<file path="config.mk">
export PLATFORM = sky130hd
export DESIGN_NAME = fir_tap_sequencer_flat
export DESIGN_NICKNAME = d
export VERILOG_FILES = /design/src/rtl/fir_tap_sequencer_pkg.sv /design/src/rtl/fir_tap_sequencer_if.sv /design/src/rtl/fir_tap_sequencer_out_buf.sv /design/src/rtl/fir_tap_sequencer.sv /design/src/flat_wrapper.sv
export SDC_FILE = /design/constraint.sdc
export NUM_CORES = 1
export LEC_CHECK = 0
export ABC_CLOCK_PERIOD_IN_PS = 3800
export CAP_MARGIN = 20
export CORE_UTILIZATION = 54
export CTS_BUF_LIST = sky130_fd_sc_hd__clkbuf_4 sky130_fd_sc_hd__clkbuf_8
export DETAILED_ROUTE_END_ITERATION = 10
export GPL_TIMING_DRIVEN = 1
export PLACE_DENSITY = 0.93
export SETUP_SLACK_MARGIN = 0.3
export SYNTH_ARGS = -nofsm -noshare
export SYNTH_HDL_FRONTEND = slang
export SYNTH_SLANG_ARGS = --single-unit
export TNS_END_PERCENT = 100
</file>
<file path="constraint.sdc">
create_clock -name clk -period 3.8 [get_ports clk]
set_input_delay 1.14 -clock clk [delete_from_list [all_inputs] [get_ports clk]]
set_output_delay 1.14 -clock clk [all_outputs]
set_load 0.01 [all_outputs]
</file>
<file path="src/rtl/fir_tap_sequencer_pkg.sv">
// Shared types and sizing constants for the FIR tap sequencer.
package fir_ctrl_pkg;

  typedef enum logic [1:0] {
    IDLE  = 2'd0,
    RUN   = 2'd1,
    FLUSH = 2'd2
  } state_e;

  localparam int         NUM_TAPS   = 5;
  localparam logic [2:0] FLUSH_LEN  = 3'd4;
  localparam logic [1:0] OBUF_DEPTH = 2'd2;
  localparam logic [2:0] WARM_MAX   = 3'd4;

  // A result is "warm" while fewer than WARM_MAX real samples precede it.
  function automatic logic is_warm(input logic [2:0] cnt);
    return cnt < WARM_MAX;
  endfunction

endpackage

</file>
<file path="src/rtl/fir_tap_sequencer_if.sv">
// Sample-in / result-out streams of the tap sequencer.
// slave = sequencer side, master = sample source plus result sink.
interface fir_tap_sequencer_if #(
  parameter int DATA_W = 8
) ();
  logic              s_valid;
  logic [DATA_W-1:0] s_data;
  logic              s_ready;
  logic              m_valid;
  logic [DATA_W-1:0] m_data;
  logic              m_warm;
  logic              m_ready;

  modport slave (
    input  s_valid, s_data, m_ready,
    output s_ready, m_valid, m_data, m_warm
  );

  modport master (
    output s_valid, s_data, m_ready,
    input  s_ready, m_valid, m_data, m_warm
  );
endinterface

</file>
<file path="src/rtl/fir_tap_sequencer_out_buf.sv">
// fir_out_buf: 2-entry FIFO of {warm, data}; push and pop may coincide even when full.
module fir_out_buf
  import fir_ctrl_pkg::*;
#(
  parameter int DATA_W = 8
) (
  input  logic              clk,
  input  logic              rst,
  input  logic              clear,
  input  logic              push,
  input  logic [DATA_W-1:0] push_data,
  input  logic              push_warm,
  input  logic              pop_req,
  output logic              out_valid,
  output logic [DATA_W-1:0] out_data,
  output logic              out_warm,
  output logic [1:0]        count
);

  logic [DATA_W:0] mem_q [int'(OBUF_DEPTH)];
  logic [DATA_W:0] mem_d [int'(OBUF_DEPTH)];
  logic            rd_q, rd_d;
  logic            wr_q, wr_d;
  logic [1:0]      count_q, count_d;
  logic            do_push, do_pop;

  always_comb begin
    mem_d   = mem_q;
    rd_d    = rd_q;
    wr_d    = wr_q;
    count_d = count_q;
    do_pop  = pop_req && (count_q != 2'd0);
    do_push = push && ((count_q < OBUF_DEPTH) || do_pop);
    if (clear) begin
      rd_d    = 1'b0;
      wr_d    = 1'b0;
      count_d = 2'd0;
    end else begin
      if (do_push) begin
        mem_d[wr_q] = {push_warm, push_data};
        wr_d        = wr_q + 1'b1;
      end
      if (do_pop) begin
        rd_d = rd_q + 1'b1;
      end
      case ({do_push, do_pop})
        2'b10:   count_d = count_q + 2'd1;
        2'b01:   count_d = count_q - 2'd1;
        default: count_d = count_q;
      endcase
    end
  end

  always_ff @(posedge clk or posedge rst) begin
    if (rst) begin
      for (int i = 0; i < int'(OBUF_DEPTH); i++) begin
        mem_q[i] <= '0;
      end
      rd_q    <= 1'b0;
      wr_q    <= 1'b0;
      count_q <= 2'd0;
    end else begin
      mem_q   <= mem_d;
      rd_q    <= rd_d;
      wr_q    <= wr_d;
      count_q <= count_d;
    end
  end

  assign out_valid = (count_q != 2'd0);
  assign out_data  = mem_q[rd_q][DATA_W-1:0];
  assign out_warm  = mem_q[rd_q][DATA_W];
  assign count     = count_q;

endmodule

</file>
<file path="src/rtl/fir_tap_sequencer.sv">
// fir_tap_sequencer: sample history, result capture and warm-up/clear/flush control for a 5-tap FIR.
// Macro FIR_TAIL_FLUSH_EN enables the FLUSH state (4 zero injections); otherwise flush acts as clear.
module fir_tap_sequencer
  import fir_ctrl_pkg::*;
#(
  parameter int DATA_W   = 8,
  parameter int FILT_LAT = 1
) (
  input  logic                clk,
  input  logic                rst,
  input  logic                enable,
  input  logic                clear,
  input  logic                flush,
  fir_tap_sequencer_if.slave  io,
  output logic [DATA_W-1:0]   tap0,
  output logic [DATA_W-1:0]   tap1,
  output logic [DATA_W-1:0]   tap2,
  output logic [DATA_W-1:0]   tap3,
  output logic [DATA_W-1:0]   tap4,
  input  logic [DATA_W-1:0]   filt_in,
  output logic                busy,
  output logic                flush_done
);

  // One stage covers the tap register itself, the rest match the filter latency.
  localparam int PIPE_LEN = FILT_LAT + 1;

  state_e              state_q, state_d;
  logic [DATA_W-1:0]   tap_q [NUM_TAPS];
  logic [DATA_W-1:0]   tap_d [NUM_TAPS];
  logic [2:0]          warm_cnt_q, warm_cnt_d;
  logic [PIPE_LEN-1:0] vld_q, vld_d;
  logic [PIPE_LEN-1:0] wflag_q, wflag_d;
`ifdef FIR_TAIL_FLUSH_EN
  logic [PIPE_LEN-1:0] last_q, last_d;
  logic [2:0]          inj_cnt_q, inj_cnt_d;
`else
  logic                flush_done_q, flush_done_d;
`endif

  logic       clear_all;
  logic [3:0] inflight_cnt;
  logic       credit_ok;
  logic       accept;
  logic       inject;
  logic       launch;
  logic       push;
  logic [1:0] buf_count;
  logic       buf_valid;
  logic [DATA_W-1:0] buf_data;
  logic       buf_warm;

`ifdef FIR_TAIL_FLUSH_EN
  assign clear_all = clear;
`else
  assign clear_all = clear | flush;
`endif

  always_comb begin
    inflight_cnt = 4'd0;
    for (int i = 0; i < PIPE_LEN; i++) begin
      inflight_cnt = inflight_cnt + {3'd0, vld_q[i]};
    end
  end

  assign credit_ok  = ({2'd0, buf_count} + inflight_cnt) < 4'd2;
  assign io.s_ready = (state_q == RUN) && credit_ok;
  assign accept     = io.s_valid && io.s_ready && !clear_all;
`ifdef FIR_TAIL_FLUSH_EN
  assign inject     = (state_q == FLUSH) && credit_ok && (inj_cnt_q < FLUSH_LEN) && !clear_all;
  assign flush_done = push && last_q[PIPE_LEN-1];
`else
  assign inject     = 1'b0;
  assign flush_done = flush_done_q;
`endif
  assign launch     = accept || inject;
  assign push       = vld_q[PIPE_LEN-1] && !clear_all;

  always_comb begin
    state_d    = state_q;
    tap_d      = tap_q;
    warm_cnt_d = warm_cnt_q;
    vld_d      = vld_q;
    wflag_d    = wflag_q;
`ifdef FIR_TAIL_FLUSH_EN
    last_d     = last_q;
    inj_cnt_d  = inj_cnt_q;
`else
    flush_done_d = flush;
`endif
    if (clear_all) begin
      for (int i = 0; i < NUM_TAPS; i++) begin
        tap_d[i] = '0;
      end
      warm_cnt_d = 3'd0;
      vld_d      = '0;
`ifdef FIR_TAIL_FLUSH_EN
      last_d     = '0;
      inj_cnt_d  = 3'd0;
      if (state_q == FLUSH) begin
        state_d = RUN;
      end
`endif
    end else begin
      vld_d   = {vld_q[PIPE_LEN-2:0], launch};
      wflag_d = {wflag_q[PIPE_LEN-2:0], is_warm(warm_cnt_q)};
      if (launch) begin
        for (int i = NUM_TAPS - 1; i > 0; i--) begin
          tap_d[i] = tap_q[i-1];
        end
        tap_d[0] = accept ? io.s_data : '0;
      end
      // Zero injections leave the warm count alone so flush tails inherit the current flag.
      if (accept && is_warm(warm_cnt_q)) begin
        warm_cnt_d = warm_cnt_q + 3'd1;
      end
`ifdef FIR_TAIL_FLUSH_EN
      last_d = {last_q[PIPE_LEN-2:0], inject && (inj_cnt_q == FLUSH_LEN - 3'd1)};
      if (inject) begin
        inj_cnt_d = inj_cnt_q + 3'd1;
      end
`endif
      case (state_q)
        IDLE: begin
          if (enable) state_d = RUN;
        end
        RUN: begin
          if (!enable) state_d = IDLE;
`ifdef FIR_TAIL_FLUSH_EN
          if (flush) begin
            state_d   = FLUSH;
            inj_cnt_d = 3'd0;
          end
        end
        FLUSH: begin
          if (flush_done) state_d = RUN;
`endif
        end
        default: state_d = IDLE;
      endcase
    end
  end

  always_ff @(posedge clk or posedge rst) begin
    if (rst) begin
      state_q    <= IDLE;
      for (int i = 0; i < NUM_TAPS; i++) begin
        tap_q[i] <= '0;
      end
      warm_cnt_q <= 3'd0;
      vld_q      <= '0;
      wflag_q    <= '0;
`ifdef FIR_TAIL_FLUSH_EN
      last_q     <= '0;
      inj_cnt_q  <= 3'd0;
`else
      flush_done_q <= 1'b0;
`endif
    end else begin
      state_q    <= state_d;
      tap_q      <= tap_d;
      warm_cnt_q <= warm_cnt_d;
      vld_q      <= vld_d;
      wflag_q    <= wflag_d;
`ifdef FIR_TAIL_FLUSH_EN
      last_q     <= last_d;
      inj_cnt_q  <= inj_cnt_d;
`else
      flush_done_q <= flush_done_d;
`endif
    end
  end

  fir_out_buf #(.DATA_W(DATA_W)) u_out_buf (
    .clk       (clk),
    .rst       (rst),
    .clear     (clear_all),
    .push      (push),
    .push_data (filt_in),
    .push_warm (wflag_q[PIPE_LEN-1]),
    .pop_req   (io.m_ready),
    .out_valid (buf_valid),
    .out_data  (buf_data),
    .out_warm  (buf_warm),
    .count     (buf_count)
  );

  assign io.m_valid = buf_valid;
  assign io.m_data  = buf_data;
  assign io.m_warm  = buf_warm;

  assign tap0 = tap_q[0];
  assign tap1 = tap_q[1];
  assign tap2 = tap_q[2];
  assign tap3 = tap_q[3];
  assign tap4 = tap_q[4];

  assign busy = (state_q != IDLE) || (vld_q != '0) || (buf_count != 2'd0);

endmodule

</file>
<file path="src/flat_wrapper.sv">
// flat-port wrapper written by rule: the top's interface ports become plain ports
module fir_tap_sequencer_flat import fir_ctrl_pkg::*;
#(
  parameter int DATA_W   = 8,
  parameter int FILT_LAT = 1
)
  (clk, rst, enable, clear, flush, tap0, tap1, tap2, tap3, tap4, filt_in, busy, flush_done, io_s_valid, io_s_data, io_m_ready, io_s_ready, io_m_valid, io_m_data, io_m_warm);
  fir_tap_sequencer_if #(.DATA_W(DATA_W)) io_i ();
  input  logic clk;
  input  logic rst;
  input  logic enable;
  input  logic clear;
  input  logic flush;
  output logic [DATA_W-1:0] tap0;
  output logic [DATA_W-1:0] tap1;
  output logic [DATA_W-1:0] tap2;
  output logic [DATA_W-1:0] tap3;
  output logic [DATA_W-1:0] tap4;
  input  logic [DATA_W-1:0] filt_in;
  output logic busy;
  output logic flush_done;
  input wire logic [$bits(io_i.s_valid)-1:0] io_s_valid;
  input wire logic [$bits(io_i.s_data)-1:0] io_s_data;
  input wire logic [$bits(io_i.m_ready)-1:0] io_m_ready;
  output wire logic [$bits(io_i.s_ready)-1:0] io_s_ready;
  output wire logic [$bits(io_i.m_valid)-1:0] io_m_valid;
  output wire logic [$bits(io_i.m_data)-1:0] io_m_data;
  output wire logic [$bits(io_i.m_warm)-1:0] io_m_warm;
  assign io_i.s_valid = io_s_valid;
  assign io_i.s_data = io_s_data;
  assign io_i.m_ready = io_m_ready;
  assign io_s_ready = io_i.s_ready;
  assign io_m_valid = io_i.m_valid;
  assign io_m_data = io_i.m_data;
  assign io_m_warm = io_i.m_warm;
  fir_tap_sequencer #(.DATA_W(DATA_W), .FILT_LAT(FILT_LAT)) u_core (.clk(clk), .rst(rst), .enable(enable), .clear(clear), .flush(flush), .io(io_i), .tap0(tap0), .tap1(tap1), .tap2(tap2), .tap3(tap3), .tap4(tap4), .filt_in(filt_in), .busy(busy), .flush_done(flush_done));
endmodule
</file>
# Word-level counts from Yosys, hierarchy flattened

Cells that the tools add are included.

Register bits: 72
Output and inout port bits: 53

$lt $le $gt $ge: 6
Add/subtract/negate cells: 7
Eq/ne operators: 5
Reductions and logical operators: 23
Bitwise gates (word level): 4
Mux-type cells: 20

Operators by type and width:

| operator                                                                      | number |
|---|---|
| 40-bit 2-to-1 mux                                                             | 2 |
| 9-bit 2-to-1 mux                                                              | 4 |
| 18-bit bitwise mux                                                            | 1 |
| 2-bit nonzero test                                                            | 7 |
| 9-bit demux with 1-bit select                                                 | 1 |
| 1-bit logical AND                                                             | 8 |
| 2-bit 2-to-1 mux                                                              | 4 |
| 2-bit one-hot mux with 2 select lines                                         | 2 |
| 3-bit 2-to-1 mux                                                              | 2 |
| 2-bit by 4-bit adder with 4-bit output                                        | 1 |
| 2-bit by 1-bit == test with 1-bit output (second input constant)              | 2 |
| 2-bit >= comparator (second input constant)                                   | 2 |
| 4-bit by 2-bit less-than comparator with 1-bit output (second input constant) | 1 |
| 1-bit 2-to-1 mux                                                              | 4 |
| 2-bit != test (second input constant)                                         | 2 |
| 1-bit inverter with 2-bit output                                              | 2 |
| 3-bit by 1-bit adder with 3-bit output (second input constant)                | 1 |
| 1-bit logical OR                                                              | 3 |
| 3-bit less-than comparator (second input constant)                            | 1 |
| 3-bit AND reduction                                                           | 1 |
| 3-bit nonzero test                                                            | 1 |
| 1-bit adder (second input constant)                                           | 2 |
| 1-bit by 1-bit adder with 2-bit output                                        | 1 |
| 2-bit by 1-bit adder with 2-bit output (second input constant)                | 1 |
| other kinds (9)                                                               | 9 |

# Logic depth before layout (Yosys ltp)

Depth after elaboration: 9
Gate-level depth with buffers: 10

# Modules after synthesis

Synthesis repeated with hierarchy kept, for this count alone.

Cells, all modules: 249
Area total of the unflattened synthesis: 3208.1 um^2

By module, submodules not included:

| module            | instances | cells each | area each (um^2) |
|---|---|---|---|
| fir_tap_sequencer | 1         | 176        | 2142.1 |
| fir_out_buf       | 1         | 73         | 1066.0 |

# Worst setup path after synthesis

No wires, ideal clock.

Path kind: flip-flop to output port
From: reg u_core.vld_q[1]
To: out io_s_ready
Arrival time: 1.803 ns
Slack: 0.857 ns
Cell stages (with the launch flop): 7
Required time: 2.660 ns
Path through: dfrtp_1 clkbuf_1 inv_1 ha_1 and2_1 fa_1 nor3b_1

Word-level cells in the longest chain between the ends: 4

Ends and longest elaborated chain:

| element                                               | RTL line                 | source |
|---|---|---|
| from (decl)                                           | fir_tap_sequencer.sv:32  | `logic [PIPE_LEN-1:0] vld_q, vld_d;` |
| from (signal assigned)                                | fir_tap_sequencer.sv:163 | `vld_q <= vld_d;` |
| 1-bit by 1-bit adder with 2-bit output                | fir_tap_sequencer.sv:62  | `inflight_cnt = inflight_cnt + {3'd0, vld_q[i]};` |
| 2-bit by 4-bit adder with 4-bit output                | fir_tap_sequencer.sv:66  | `assign credit_ok = ({2'd0, buf_count} + inflight_cnt) < 4'd2;` |
| 4-bit by 2-bit less-than comparator with 1-bit output | fir_tap_sequencer.sv:66  |  |
| 1-bit logical AND                                     | fir_tap_sequencer.sv:67  | `assign io.s_ready = (state_q == RUN) && credit_ok;` |
| to (decl)                                             | flat_wrapper.sv:25       | `output wire logic [$bits(io_i.s_ready)-1:0] io_s_ready;` |

No other way between the ends.

# Worst setup path in the final report

From: reg u_core.vld_q[0]
To: out io_s_ready

The elaborated chain is that of the path after synthesis.

==> summary.md <==
- 75 — buffers added on ports
- flip-flop to primary output — critical path start-end classification
- 35.2% — synthesis-to-finish area growth
- 74 x sky130_fd_sc_hd__clkdlybuf4s50_1, 70 x sky130_fd_sc_hd__dfrtp_1, 41 x sky130_fd_sc_hd__a22o_1, 27 x sky130_fd_sc_hd__mux2_2, 11 x sky130_fd_sc_hd__clkbuf_8 — commonest cells after routing, fill and taps aside
- 0.00180 uW — Leakage Power
- 2890 um2 — post-synth design cell area
- 3.27 ns — final critical delay including setup and external delays
- 306 MHz — Max Freq
- u_core.wflag_q[1] — sink of the worst hold path
- 16.2 um — DR WL/cell
- 75.1 um — die height
- 8940 um — wire length of the first global-routing pass
- 354 — number of cells in the finished layout apart from fillers
- false — unrepaired setup endpoints after global routing
- 0 — hold buffers post-CTS
- 75.1 um — x dimension of the die
- 1.37 ns — worst reg-to-reg setup slack
- 0 — antenna violation net count after detailed routing
- sky130_fd_sc_hd__clkbuf_8 — CTS root buf
- 0 — Final Max Tran Viols
- 0 — number of remaining DRC errors
- 46 — maximum number of pins on one net before global-route repair
- 0 ns — final sum of negative setup slack
- 86.0% — final clock period utilization by the worst path
- 5640 um2 — area of the die
- 0 — GR Overflow Total
- sky130_fd_sc_hd__dfrtp_1 — most common flop cell mapped by yosys
- 71 — Synth Register Bits
- 1580 uW — total design power
- u_core.tap2[0] — Reg2Reg Capture Point
- 1896 — number of global-route vias before repair
- 76 — IO Count
- 2 — maximum fanout along the worst path
- 0 — number of enable flip-flop cells after synthesis
- 5750 um — Routed WL
- 71 — number of clock sinks
- 26 — number of standard-cell rows in the floorplan
- 3 — htree depth
- 56.2% — initial core utilization
- 337 — number of placed instances, taps included
- 0.33 ns — worst-skew pair later-pin latency
- 0 — antenna violations before repair
- 0.914 ns — slew at the pin with the worst max-slew slack
- 0.00825 ns — skew final
- 0.000279 V — IR Drop Worst-Case VDD
- built — TritonCTS clock tree
- 61.6% — proportion of synthesized chip area in sequential cells
- 3810 um — post-detailed-placement half-perimeter wirelength
- 0 — final hold viol count
- 39.0% — relative slew slack
- 5.40 — via density per instance
- primary output — Crit. End Element
- 14.4 um2 — post-synthesis average cell area
- 20.1% — share of layout cells above drive strength 1
- 8 — cell depth of the worst flop-to-flop path
- 1910 — routed vias
- flip-flop — launching element type of the critical path
- 0.711 — placer's final routability congestion estimate
- complete, no violations — result of the run
- 0 — # Max-Cap Violations
- 9 — CTS buffer count
- 22.1% — GRT Total Usage
- 200 — cell count after synthesis
- u_core.vld_q[0] — worst reg2reg path startpoint
- 307 — Layout Nets
- 63 — Detailed Route Iter0 Violations
- 404 nW/um2 — power density over the cells
- 33 — unique cell type count in the Yosys netlist
- 0 — number of endpoints failing setup at the final stage
- 0 — Yosys Warn Count
- 2 — Max Root-Sink Buffers
- 4 — first-pass iteration count of the detailed router
- 2.13 ns — data arrival time of the critical path
- 0 — Antenna diodes
- 228 — Syn Nets
- 2 — number of instances on the worst hold path
- 100% — fraction of synthesis flops using an asynchronous set or reset pin
- sky130_fd_sc_hd__clkdlybuf4s50_1 — leading cell type in the layout, fill and taps excluded
- 343 — fill cell count
- 2.66 ns — Req. time, crit path
- flip-flop to flip-flop — HP Class
- 0.07 ns — clock slew seen by the registers of the worst setup and hold paths
- 5140 um2 — Floorplan Core Area
- u_core.wflag_q[0] — start point of the worst min-delay path
[flip-flops by register name, indices dropped and copies added (netlist names)]
name,count
u_core.u_out_buf.count,2
u_core.flush_done,1
u_core.u_out_buf.wr_q,1
u_core.state_q,1
u_core.tap3,8
u_core.warm_cnt_q,3
u_core.tap2,8
u_core.tap0,8
u_core.vld_q,2
u_core.u_out_buf.rd_q,1
u_core.wflag_q,2
u_core.tap1,8
u_core.tap4,8
u_core.u_out_buf.mem_q,18
[routing by layer]
metal / routed length, um / GRT usage [%] / vias to the layer above
met1: 2530 / 27.8 / 939
met4: 127 / 11.3 / 0
li1: - / - / 897
met3: 363 / 6.83 / 11
met2: 2730 / 34.6 / 63
met5: 0 / 0 / -
[repair_timing]
item / 4_1_cts / 5_1_grt
gates resized for setup: 2 / 0
buffers inserted: 1 / 0
endpoints found under the setup margin: 1 / 0
[power by group]
part | internal, uW | total, uW | switching (uW)
Clock | 420 | 678 | 258
Combinational | 64.1 | 120 | 56.0
Sequential | 770 | 779 | 9.45
Total | 1250 | 1580 | 324
[critical path, stage by stage (launching register included)]
cell                            delay [ns]
sky130_fd_sc_hd__dfrtp_1              0.35
sky130_fd_sc_hd__inv_1                0.06
sky130_fd_sc_hd__ha_1                 0.28
sky130_fd_sc_hd__and2_1               0.17
sky130_fd_sc_hd__fa_1                 0.47
sky130_fd_sc_hd__nor3b_1              0.19
sky130_fd_sc_hd__dlygate4sd2_1        0.28
[Yosys cell counts (2+ instances only)]
master / n / area share (%)
sky130_fd_sc_hd__a21oi_1: 4 / 0.69
sky130_fd_sc_hd__a22o_1: 41 / 12
sky130_fd_sc_hd__and2_1: 2 / 0.43
sky130_fd_sc_hd__buf_2: 3 / 0.52
sky130_fd_sc_hd__buf_4: 4 / 1.0
sky130_fd_sc_hd__buf_6: 4 / 1.6
sky130_fd_sc_hd__clkbuf_1: 2 / 0.26
sky130_fd_sc_hd__dfrtp_1: 71 / 62
sky130_fd_sc_hd__ha_1: 4 / 1.7
sky130_fd_sc_hd__inv_1: 3 / 0.39
sky130_fd_sc_hd__mux2_2: 27 / 11
sky130_fd_sc_hd__nand2_1: 7 / 0.91
sky130_fd_sc_hd__nor2_1: 5 / 0.65
sky130_fd_sc_hd__o21ai_0: 2 / 0.35
sky130_fd_sc_hd__or3_1: 2 / 0.43
sky130_fd_sc_hd__xnor2_1: 2 / 0.61
[area by class of cell]
cell class	instances	area, um2	area share [%]
clock buffer	13	166	4.26
clock inverter	3	65.1	1.67
inverter	3	11.3	0.288
multi-input combinational	113	1000	25.6
sequential	71	1780	45.5
tap	70	87.6	2.24
timing repair buffer	81	795	20.4
[logic make-up (layout without fill, tap and decap cells)]
family	after synthesis	count (layout)	synth area share (%)
flip-flops	71	71	61.6
AO/OA/AOI/OAI	51	51	14.6
multiplexers	27	27	10.5
AND/OR/NAND/NOR	27	27	6.20
buffers and inverters	16	100	3.77
adder cells (fa/ha/maj)	5	5	2.43
XOR/XNOR	3	3	0.910
[worst max path at each step]
stage,depth (start not counted),endpoint,slack [ns],startpoint
after floorplan,1,u_core.flush_done,0.86,rst
final,6,io_s_ready,0.53,u_core.vld_q[0]
after global routing,6,io_s_ready,0.43,u_core.vld_q[0]
after global placement,6,io_s_ready,0.53,u_core.vld_q[1]
after detailed placement,6,io_s_ready,0.44,u_core.vld_q[1]
after CTS,6,io_s_ready,0.49,u_core.vld_q[0]
[metrics by stage]
step | instance area (um2) | util, % | setup WS, ns | hold WS [ns]
6_report | 3900 | 75.9 | 0.531 | 0.477
3_3_place_gp | 3660 | 71.3 | 0.526 | 0.451
2_1_floorplan | 2890 | - | 0.857 | 0.439
4_1_cts | 3900 | 75.9 | 0.490 | 0.477
5_1_grt | 3900 | 75.9 | 0.428 | 0.518
3_5_place_dp | 3660 | 71.3 | 0.443 | 0.459
Note: power is estimated with default switching activity, not from simulation.
==> patch 1 (same settings) <==
The option `FIR_TAIL_FLUSH_EN` is turned on by a define.
--- a/src/rtl/fir_tap_sequencer.sv
+++ b/src/rtl/fir_tap_sequencer.sv
@@ -1,5 +1,7 @@
 // fir_tap_sequencer: sample history, result capture and warm-up/clear/flush control for a 5-tap FIR.
 // Macro FIR_TAIL_FLUSH_EN enables the FLUSH state (4 zero injections); otherwise flush acts as clear.
+`define FIR_TAIL_FLUSH_EN
+
 module fir_tap_sequencer
   import fir_ctrl_pkg::*;
 #(
Formal check against the unedited RTL: not equivalent (Yosys sat finds a counterexample within 4 cycles, from zero or initial values and one cycle with rst high).
==> patch 1 against the original RTL <==
Synthesized cell count increased by 56%. Register-to-register slack got worse by 0.59 ns. Area after synthesis increased by 19%. Critical endpoint is now flush_done. Final area increased by 15%. Non-clock buffer count increased by 3. Sequential cell count increased by 5. Worst setup slack got worse by 0.13 ns. Maximum frequency decreased by 3.9%. Critical path type is now in -> out. Routed wire length increased by 40%. Highest routed layer unchanged.
Power is not compared: it rests on default switching activity, and its combinational part moved more than twofold at a synthesized area within 25%.
==> patch 1: results (changes against the original RTL) <==
later-pin clock latency in the skew report: 0.36 ns (+0.03 ns)
fraction of the mapped netlist area in compound gates: 13.9% (-0.74 points)
count of placed standard cells including taps: 449 (+33%)
Area contributors post-synth: sky130_fd_sc_hd__dfrtp_1, sky130_fd_sc_hd__mux2_2, sky130_fd_sc_hd__o21ai_0
number of standard cells after synthesis: 313 (+56%)
crit-path leading delay family: buffers and inverters
fin cells: 468 (+32%)
half-perimeter wire length of the detailed placement result: 5120 µm (+34%)
Crit path largest cell delay: 0.55 ns (+0.08 ns)
overall global routing resource usage: 26.5% (+4.4 points)
largest net degree at the start of global routing: 41 (-11%)
overall routed net length: 8070 µm (+40%)
fraction of the mapped netlist area in adder cells: 2.40% (-0.031 points)
Slew @ Worst Pin: 0.812 ns (-0.102 ns)
Synthesized Nets: 342 (+50%)
global routing usage on met1: 34.8% (+7.0 points)
number of DRC violations after detailed-routing iteration 0: 178 (+180%)
routability-driven placement congestion ratio: 0.833 (+17%)
sequential area share after synthesis: 55.2% (-6.4 points)
most frequent cells after synthesis: sky130_fd_sc_hd__dfrtp_1, sky130_fd_sc_hd__o21ai_0, sky130_fd_sc_hd__nand2_1
filler instances: 374 (+9.0%)
vias in the first global route: 2602 (+37%)
met2 global-route usage: 42.5% (+7.8 points)
xor/xnor share of the synthesized area: 0.763% (-0.15 points)
fin nets: 417 (+36%)
slowest CP cell: sky130_fd_sc_hd__clkdlybuf4s50_1
Distinct cells, synth: 43 (+30%)
fraction of layout cells with a size suffix above 1: 19.3% (-0.73 points)
mux share of post-synthesis cell area: 9.44% (-1.1 points)
arrival time at the worst endpoint: 2.26 ns (+0.13 ns)
met3 Track Usage GR: 6.56% (-0.27 points)
run status: finished, final reports clean
wire length of the first global-routing pass: 12900 µm (+44%)
Synthesis Warnings: 0 (unchanged)
worst clock skew on the final layout: 0.00886 ns (+0.000607 ns)
vias: 2686 (+41%)
Top reg by flops: u_core.u_out_buf.mem_q
[patch 1: layout make-up]
type | count | share of cell area [%]
Sequential cell | 76 | 42.5
Tap cell | 75 | 2.10
Clock buffer | 9 | 2.77
Inverter | 10 | 0.838
Timing Repair Buffer | 84 | 18.6
Clock inverter | 7 | 2.24
Multi-Input combinational cell | 207 | 31.0
[patch 1: kinds of logic (layout without fill, tap and decap cells)]
kind of cell	Yosys count	after routing
AO/OA/AOI/OAI	85	85
XOR/XNOR	3	3
adder cells (fa/ha/maj)	6	6
buffers and inverters	30	110
flip-flops	76	76
multiplexers	29	29
AND/OR/NAND/NOR	84	84
[patch 1: report_power, final]
group | total, W | internal (W) | switching (W) | leakage, nW
logic | 0.000564 | 0.000307 | 0.000257 | 0.799
clock network | 0.000691 | 0.000374 | 0.000318 | 0.107
registers | 0.000985 | 0.000907 | 0.0000777 | 1.03
[patch 1: layer usage]
metal  vias to the layer above  share of wire [%]
met2                       107                 51
li1                       1234                  -
met3                        17                5.4
met1                      1328                 42
met5                         -                  0
met4                         0                1.6
[patch 1: what timing repair did]
action	4_1_cts	5_1_grt
hold buffers	0	0
buffers inserted	1	2
cloned	0	0
setup endpoints to repair	1	16
pin swaps	1	0
gates resized for setup	4	3
[patch 1: path summary, 6_finish.rpt]
kind	to	slack (ns)	start	depth (start not counted)
max in group asynchronous	u_core.vld_q[1]$_DFF_PP0_	1.88	rst	3
min reg2reg	u_core.last_q[1]$_DFF_PP0_	0.50	u_core.last_q[0]$_DFF_PP0_	1
min	u_core.last_q[1]$_DFF_PP0_	0.50	u_core.last_q[0]$_DFF_PP0_	1
max reg2reg	u_core.tap1[1]$_DFFE_PP0P_	0.78	u_core.vld_q[1]$_DFF_PP0_	10
max	flush_done	0.40	clear	3
min in group asynchronous	u_core.tap4[4]$_DFFE_PP0P_	1.24	rst	2
[patch 1: worst register-to-register path, stage by stage (launching register included)]
cell                      delay (ns)
sky130_fd_sc_hd__dfrtp_2        0.41
sky130_fd_sc_hd__inv_1          0.06
sky130_fd_sc_hd__ha_1           0.27
sky130_fd_sc_hd__and2_1         0.17
sky130_fd_sc_hd__fa_2           0.45
sky130_fd_sc_hd__nor4b_4        0.25
sky130_fd_sc_hd__buf_4          0.16
sky130_fd_sc_hd__and3_2         0.40
sky130_fd_sc_hd__nor2_4         0.11
sky130_fd_sc_hd__inv_2          0.38
sky130_fd_sc_hd__o21ai_0        0.21
[patch 1: stage by stage]
step	worst slack [ns]	cell area [µm²]	util, %
after floorplan	0.592	3450	-
after global placement	0.325	4220	70.0
after detailed placement	0.273	4220	70.0
after CTS	0.330	4450	73.8
after global routing	0.342	4480	74.3
final	0.397	4480	74.3
==> patch 2 (same settings) <==
Made on the original files. Re-encode `state_e` (3 states) as one-hot, 3 bits wide.
--- a/src/rtl/fir_tap_sequencer_pkg.sv
+++ b/src/rtl/fir_tap_sequencer_pkg.sv
@@ -1,10 +1,10 @@
 // Shared types and sizing constants for the FIR tap sequencer.
 package fir_ctrl_pkg;
 
-  typedef enum logic [1:0] {
-    IDLE  = 2'd0,
-    RUN   = 2'd1,
-    FLUSH = 2'd2
+  typedef enum logic [2:0] {
+    IDLE  = 3'b001,
+    RUN   = 3'b010,
+    FLUSH = 3'b100
   } state_e;
 
   localparam int         NUM_TAPS   = 5;
Formal check against the unedited RTL: same outputs for any inputs over 10 cycles, from zero or initial values and one cycle with rst high; not proved beyond that.
==> patch 2 against the original RTL <==
Routed wire length up 12%. Area after synthesis up 9.1%. Worst setup slack worse by 0.13 ns. Final area up 7.1%. Register-to-register slack worse by 0.27 ns. Global-route usage up 0.85 points. Sequential power up 2%. Sequential cell count up 1. Power up 1.2%. Critical path depth unchanged.
==> patch 2: results (changes against the original RTL) <==
setup slack after placement: 0.259 ns (-0.184 ns)
sequential area share after synthesis: 57.2% (-4.3 points)
wire length of the first global-routing pass: 10600 µm (+19%)
peak supply drop: 0.269 mV (-3.6%)
most frequent cells after synthesis: sky130_fd_sc_hd__dfrtp_1, sky130_fd_sc_hd__nand2_1, sky130_fd_sc_hd__mux2i_1
leakage power summed over all cells: 1.92 nW (+6.5%)
met2 wire len: 3160 µm (+16%)
Synthesized Nets: 286 (+25%)
Area contributors post-synth: sky130_fd_sc_hd__dfrtp_1, sky130_fd_sc_hd__mux2i_1, sky130_fd_sc_hd__mux2_2
number of standard cells after synthesis: 258 (+29%)
H-tree depth reported by CTS: 3 (unchanged)
routed wire length per instance: 15.7 µm (-3.2%)
overall global routing resource usage: 22.9% (+0.85 points)
arrival time at the worst endpoint: 2.26 ns (+0.13 ns)
fraction of layout cells with a size suffix above 1: 17.4% (-2.7 points)
run status: finished, final reports clean
flip-flop count of the largest register, all copies and words added: 18 (unchanged)
Resized Gates After CTS: 4 (+2)
half-perimeter wire length of the detailed placement result: 4320 µm (+13%)
filler instances: 365 (+6.4%)
global routing usage on met1: 28.3% (+0.55 points)
number of DRC violations after detailed-routing iteration 0: 104 (+65%)
overall routed net length: 6460 µm (+12%)
later-pin clock latency in the skew report: 0.34 ns
met2 global-route usage: 37.8% (+3.2 points)
Synthesis Warnings: 0 (unchanged)
Top reg by flops: u_core.u_out_buf.mem_q
vias: 2212 (+16%)
Switching Power: 0.000361 W (+11%)
fin nets: 363 (+18%)
met3 WL post-DR: 451 µm (+24%)
Buffers on Ports: 75 (unchanged)
worst clock skew on the final layout: 0.0112 ns (+0.00297 ns)
count of placed standard cells including taps: 395 (+17%)
routability-driven placement congestion ratio: 0.782 (+10%)
hold crit path type: reg -> reg
met3 Track Usage GR: 8.02% (+1.2 points)
post-CTS setup repair buffer count: 1 (unchanged)
proportion of register bits with asynchronous set or reset after synthesis: 100% (unchanged)
M1 WL: 2790 µm (+10%)
max-slew headroom at the worst pin: 63.4% (+24 points)
largest net degree at the start of global routing: 73 (+59%)
total CTS buffers: 9 (unchanged)
[patch 2: changes by cell type in the layout (fill, tap and decap cells not counted), sizes merged, moves of 2 or more]
cell    unedited run  this run
o21ai              2        11
a22o              41         0
mux2i              0        34
a31oi              0         2
inv                3         5
clkbuf            13        10
nand4              1         9
nand2              7        49
[patch 2: cell type report]
cell class,instances,area share (%)
well taps,72,2.15
repair buffers,81,19.4
flip-flops and latches,72,43.1
clock inverters,5,1.94
inverters,5,0.449
clock buffers,10,3.29
multi-input cells,166,29.7
[patch 2: cells by family after synthesis]
family                   synth area share, %
XOR/XNOR                               0.834
buffers and inverters                   3.61
AO/OA/AOI/OAI                           3.49
AND/OR/NAND/NOR                         12.2
adder cells (fa/ha/maj)                 2.22
flip-flops                              57.2
multiplexers                            20.5
[patch 2: power groups by stage]
stage | Combinational, W | Sequential [W] | Clock (W)
2_1_floorplan | 0.0000859 | 0.000805 | 0
3_3_place_gp | 0.000143 | 0.000806 | 0
3_5_place_dp | 0.000147 | 0.000808 | 0
4_1_cts | 0.000147 | 0.000793 | 0.000672
5_1_grt | 0.000157 | 0.000795 | 0.000707
6_report | 0.000145 | 0.000793 | 0.000657
[patch 2: critical path, stage by stage, from the launching register on]
cell	delay, ns
sky130_fd_sc_hd__dfrtp_1	0.35
sky130_fd_sc_hd__inv_1	0.06
sky130_fd_sc_hd__ha_1	0.30
sky130_fd_sc_hd__and2_1	0.17
sky130_fd_sc_hd__fa_1	0.49
sky130_fd_sc_hd__nor4b_4	0.29
sky130_fd_sc_hd__clkdlybuf4s15_2	0.27
[patch 2: through the flow]
step | total power [W] | area [µm²] | hold slack, ns
after global routing | 0.00166 | 4180 | 0.516
final | 0.00160 | 4180 | 0.496
after CTS | 0.00161 | 4180 | 0.488
after floorplan | 0.000891 | 3150 | 0.439
after detailed placement | 0.000955 | 3950 | 0.465
after global placement | 0.000949 | 3950 | 0.449
[patch 2: worst paths after layout]
| kind | startpoint | to | slack, ns | cells after the start |
|---|---|---|---|---|
| worst max-delay path | u_core.vld_q[0]$_DFF_PP0_ | io_s_ready | 0.40 | 6 |
| worst max register to register | u_core.vld_q[0]$_DFF_PP0_ | u_core.tap4[3]$_DFFE_PP0P_ | 1.10 | 9 |
| max in group asynchronous | rst | u_core.state_q[0]$_DFFE_PP1P_ | 2.27 | 3 |
| min in group asynchronous | rst | u_core.u_out_buf.mem_q[6]$_DFFE_PP0P_ | 1.19 | 3 |
| worst min-delay path | u_core.wflag_q[0]$_DFFE_PP0N_ | u_core.wflag_q[1]$_DFFE_PP0N_ | 0.50 | 2 |
| worst min register to register | u_core.wflag_q[0]$_DFFE_PP0N_ | u_core.wflag_q[1]$_DFFE_PP0N_ | 0.50 | 2 |
